### src/rtl/ebus_xact.sv
// ebus_xact: EBOX-side EBUS transaction sequencer with driver OR-mux, conflict and parity checks.
// Function codes: 0 CONO, 1 CONI, 2 DATAO, 3 DATAI, 4 PIserved, 5 PIaddrIn, 6/7 illegal.
module ebus_xact #(
  parameter int NDRV = 8,
  parameter int DW = 36,
  parameter int TMOW = 8,
  parameter int TIMEOUT = 200
) (
  input  logic                 clk,
  input  logic                 rstN,
  input  logic                 reqValid,
  output logic                 reqReady,
  input  logic [6:0]           reqCS,
  input  logic [2:0]           reqFunc,
  input  logic [DW-1:0]        reqData,
  output logic                 rspValid,
  output logic [DW-1:0]        rspData,
  output logic                 rspTimeout,
  output logic                 rspConflict,
  output logic                 rspNoDrv,
  output logic                 rspParErr,
  output logic                 rspIllegal,
  output logic [6:0]           ebusCS,
  output logic [2:0]           ebusFunc,
  output logic                 ebusDemand,
  output logic [DW-1:0]        ebusDataOut,
  output logic                 ebusDataOutEn,
  input  logic                 ebusAck,
  input  logic                 ebusXfer,
  input  logic                 ebusDataParity,
  input  logic [NDRV*DW-1:0]   drvData,
  input  logic [NDRV-1:0]      drvDriving
);
  localparam logic [2:0] S_IDLE = 3'd0, S_SETUP = 3'd1, S_DEMAND = 3'd2,
                         S_XFER = 3'd3, S_RELEASE = 3'd4, S_DONE = 3'd5;
  localparam logic [2:0] F_CONO = 3'd0, F_CONI = 3'd1, F_DATAO = 3'd2,
                         F_DATAI = 3'd3, F_PIADDR = 3'd5;
  logic [2:0] state, func_q;
  logic [6:0] cs_q;
  logic [DW-1:0] data_q, bus_data;
  logic [TMOW-1:0] cnt;
  logic active, is_write, is_read, expired, illegal;
  always_comb begin
    bus_data = '0;
    for (int i = 0; i < NDRV; i++) bus_data = bus_data | (drvDriving[i] ? drvData[i*DW +: DW] : '0);
  end
  assign active = state inside {S_SETUP, S_DEMAND, S_XFER, S_RELEASE};
  assign is_write = func_q == F_CONO || func_q == F_DATAO;
  assign is_read = func_q == F_CONI || func_q == F_DATAI || func_q == F_PIADDR;
  assign expired = cnt == TMOW'(TIMEOUT - 1);
  assign illegal = reqFunc[2] & reqFunc[1];
  assign reqReady = state == S_IDLE;
  assign rspValid = state == S_DONE;
  assign ebusCS = active ? cs_q : '0;
  assign ebusFunc = active ? func_q : '0;
  assign ebusDemand = state == S_DEMAND || state == S_XFER;
  assign ebusDataOutEn = active && is_write;
  assign ebusDataOut = ebusDataOutEn ? data_q : '0;
  // The wait counter runs only in the three bus-wait phases and restarts on every phase change.
  always_ff @(posedge clk) begin
    if (!rstN) begin
      state <= S_IDLE;
      cnt <= '0;
      cs_q <= '0;
      func_q <= '0;
      data_q <= '0;
      rspData <= '0;
      rspTimeout <= 1'b0;
      rspConflict <= 1'b0;
      rspNoDrv <= 1'b0;
      rspParErr <= 1'b0;
      rspIllegal <= 1'b0;
    end else begin
      cnt <= (state inside {S_DEMAND, S_XFER, S_RELEASE}) ? cnt + TMOW'(1) : '0;
      case (state)
        S_IDLE: if (reqValid) begin
          cs_q <= reqCS;
          func_q <= reqFunc;
          data_q <= reqData;
          rspData <= '0;
          rspTimeout <= 1'b0;
          rspConflict <= 1'b0;
          rspNoDrv <= 1'b0;
          rspParErr <= 1'b0;
          rspIllegal <= illegal;
          state <= illegal ? S_DONE : S_SETUP;
        end
        S_SETUP: state <= S_DEMAND;
        S_DEMAND: if (ebusAck) begin
          state <= S_XFER;
          cnt <= '0;
        end else if (expired) begin
          state <= S_RELEASE;
          cnt <= '0;
          rspTimeout <= 1'b1;
        end
        S_XFER: if (ebusXfer) begin
          state <= S_RELEASE;
          cnt <= '0;
          if (is_read) begin
            rspData <= bus_data;
            rspConflict <= (drvDriving & (drvDriving - NDRV'(1))) != '0;
            rspNoDrv <= drvDriving == '0;
            rspParErr <= ~^{bus_data, ebusDataParity};
          end
        end else if (expired) begin
          state <= S_RELEASE;
          cnt <= '0;
          rspTimeout <= 1'b1;
        end
        S_RELEASE: if (!ebusAck && !ebusXfer) begin
          state <= S_DONE;
        end else if (expired) begin
          state <= S_DONE;
          rspTimeout <= 1'b1;
        end
        default: state <= S_IDLE;
      endcase
    end
  end
endmodule

### config.mk
export PLATFORM = sky130hd
export DESIGN_NAME = ebus_xact
export DESIGN_NICKNAME = d
export VERILOG_FILES = /design/src/rtl/ebus_xact.sv
export SDC_FILE = /design/constraint.sdc
export NUM_CORES = 1
export LEC_CHECK = 0
export CORE_AREA = 2 2 169 171
export DETAILED_ROUTE_END_ITERATION = 8
export DIE_AREA = 0 0 171 173
export SLEW_MARGIN = 40
export SYNTH_ARGS = -nofsm -noshare
export SYNTH_HDL_FRONTEND = slang
export SYNTH_SLANG_ARGS = --single-unit
### constraint.sdc
create_clock -name clk -period 2.9 [get_ports clk]
set_clock_uncertainty 0.2 [all_clocks]
set_input_delay 0.435 -clock clk [delete_from_list [all_inputs] [get_ports clk]]
set_output_delay 0.435 -clock clk [all_outputs]
set_load 0.02 [all_outputs]
==> run metrics <==
Clock Sinks 98; routed length per instance 19.9 um; Avg Inst Size Synth 8.44 sq um; CP Class register to output pin; met1 Use GR 23.6%; area of the multi-input gates 3790 sq um; leakage 0.00457 uW; port bufs 438; global route total overflow 0; Final Hold Vio Count 0; chip width 171 um; via count 7296; Inserted Diodes 0; final hold slack 249 ps; post-synth net total 1076; vias per inst 4.75; worst-margin pin slew 528 ps; Tot Pwr 4220 uW; final wirelength 30600 um; number of synthesized flops with an enable pin 0; RSZ-0062 raised after global routing no; Ys Warns 0; GRT busiest layer met2; net switching power 1310 uW; htree depth 3; Die Y 173 um; Sw Ratio 31.1%; largest net degree at the start of global routing 52; Iteration-0 DRC Markers 423; P_int 2910 uW; logic gate share of total power 36.9%; Total GRT Usage 19.9%; met3 Usage GRT 3.62%; DRC viols 0; Tcrit/Tclk final 93.9%; Synth Register Bits 98; DP Area 11100 sq um; Area growth syn-to-layout 86.2%; clock latency on the worst-skew pair 350 ps; Worst Path Buf+Inv 2; Critical Path RT 2270 ps; clock transition at the registers of the reported paths 80 ps; Max rail drop VDD 0.248 mV; Pwr Density 369 nW/um^2; f_max 367 MHz; first-pass GRT wire length 44900 um; Core ar. 27600 sq um; Final TNS setup 0 ps; mapped cell area 6140 sq um; max_cap viols 0; slew margin rel. 64.8%; slowest CP cell clkdlybuf4s50_1; Worst R2R Setup Slack 650 ps; crit path DAT 2090 ps; register share of total power 34.3%; nets 1503; Slowest Stage Delay on Critical Path 620 ps; Finish-stage setup viols 0; critical path fanouts, max 37; RePlAce Congestion 0.992; status finished clean; vias in the first global route 7414; initial antenna violation count 0; DP HPWL 24100 um; Yosys cell types 45; asr flop ratio synth 0%; share of power burned in the clock network 28.8%; min Tclk post-route 2720 ps; CP endpoint kind output pin; # Post-CTS Setup Buffers 0; CTS tree done; CP top delay family buffers and inverters; Num CTS Buffers 9; CP cell instances nor2_2 > xnor2_1 > nor3b_4 > buf_12 > clkdlybuf4s50_1; # hold bufs at CTS 0; Design Area, Final 11400 sq um; Final Max Slew Viols 0; Filler Cell Count 2794; Site Rows 61; starting density of the core 22.2%; ys flop type dfxtp_1; sequential cell area 1960 sq um; IO Pins 439; HP Class register to register; cells after synthesis 727; clock root buffer clkbuf_16; Seq/Total Area, Yosys 32.0%; CP Launch Type register; fraction of layout cells with a size suffix above 1 8.71%; drt first pass iters 7; Clock Path Buffers 2; M2 GR Usage 35.5%; post-route ant nets 0; full die area 29600 sq um
==> per-stage QoR <==
step           instances  utilization (%)  setup slack, ps
4_1_cts             1537             41.1             8.72
5_1_grt             1537             41.4             62.3
2_1_floorplan        727                -              295
3_3_place_gp        1519             39.9             1.12
6_report            1537             41.4              176
3_5_place_dp        1521             40.0             6.49
==> area by class of cell <==
class                           count  area share [%]
Clock buffer                       10            2.09
Clock inverter                      6           0.515
Tap cell                          378            4.14
Sequential cell                    98            17.2
Inverter                            4           0.131
Multi-Input combinational cell    558            33.2
Timing Repair Buffer              483            42.8
==> registers in the layout, indices dropped and copies added, names as in the netlist <==
| signal | count |
|---|---|
| data_q | 36 |
| cs_q | 7 |
| rspParErr | 1 |
| rspNoDrv | 1 |
| rspIllegal | 1 |
| rspConflict | 1 |
| state | 3 |
| cnt | 8 |
| rspData | 36 |
| rspTimeout | 1 |
| func_q | 3 |
==> cells in the mapped netlist, types with 2 or more instances <==
master    instances  area share, %
a21boi_0         47            5.7
a21oi_1           5           0.41
a22oi_1         167             20
a22oi_2          13            2.7
and2_1           47            4.8
and3_1            2           0.20
buf_1             3           0.18
buf_2            20            1.6
buf_4             6           0.73
buf_6            12            2.2
clkbuf_1         25            1.5
dfxtp_1          98             32
inv_1             4           0.24
nand2_1         104            6.4
nand3_1           7           0.57
nand4_1          32            3.3
nand4_2           5            1.0
nor2_1           17            1.0
nor2b_1          40            4.1
nor3_1            5           0.41
nor3b_1           2           0.24
nor4_1            3           0.31
o21ai_0           3           0.24
o22ai_1           2           0.20
xnor2_1          25            3.6
xnor2_2           6            1.6
xor2_1            9            1.3
==> cell usage in the layout (no fill, tap or decap), types with 2 or more instances in the layout <==
| cell type | count |
|---|---|
| and3_1 | 2 |
| a21oi_1 | 5 |
| buf_4 | 33 |
| nand4_2 | 5 |
| nand3_1 | 7 |
| inv_6 | 2 |
| o22ai_1 | 2 |
| a22oi_2 | 13 |
| nor2_1 | 15 |
| nor4_1 | 3 |
| xnor2_1 | 25 |
| xor2_1 | 9 |
| o21ai_0 | 3 |
| clkbuf_16 | 9 |
| clkdlybuf4s50_1 | 393 |
| dlymetal6s2s_1 | 27 |
| nor2b_1 | 40 |
| nor3_1 | 5 |
| inv_1 | 4 |
| buf_12 | 10 |
| a21boi_0 | 47 |
| buf_2 | 9 |
| a22oi_1 | 167 |
| clkinv_4 | 2 |
| xnor2_2 | 6 |
| nand2_1 | 104 |
| dlygate4sd2_1 | 9 |
| nand4_1 | 32 |
| and2_1 | 46 |
| dfxtp_1 | 97 |
==> timing repair <==
action	4_1_cts	5_1_grt
endpoints found under the hold margin	0	0
gates resized for setup	12	27
setup endpoints to repair	36	27
gates cloned	0	0
==> per-layer routing <==
layer | wire length (um) | share of wire [%]
met1 | 12300 | 40
met2 | 15300 | 50
met3 | 2160 | 7.1
met4 | 826 | 2.7
met5 | 0 | 0
==> path summary, 6_finish.rpt <==
check | startpoint | end | depth (start not counted)
worst max-delay path | state[0] | ebusDataOutEn | 5
worst min-delay path | cnt[0] | cnt[0] | 1
worst max register to register | state[1] | rspParErr | 8
worst min register to register | cnt[0] | cnt[0] | 1
==> cells by family (layout without fill, tap and decap cells) <==
family,count (synthesis),in the layout,synth area share [%]
fa+ha+maj,2,2,0.367
simple gates,269,269,22.9
xor+xnor,41,41,6.81
compound gates,245,245,31.0
mux,1,1,0.163
flops,98,98,32.0
buf+inv,71,503,6.77
==> power by group through the flow <==
stage               Combinational, uW  Sequential, uW  Clock (uW)
finish                           1560            1450        1210
global route                     1680            1460        1330
CTS                              1580            1450        1270
detailed placement               1570            1480           0
global placement                 1550            1480           0
floorplan                         702            1470           0
Power figures use the tool's default switching activity.
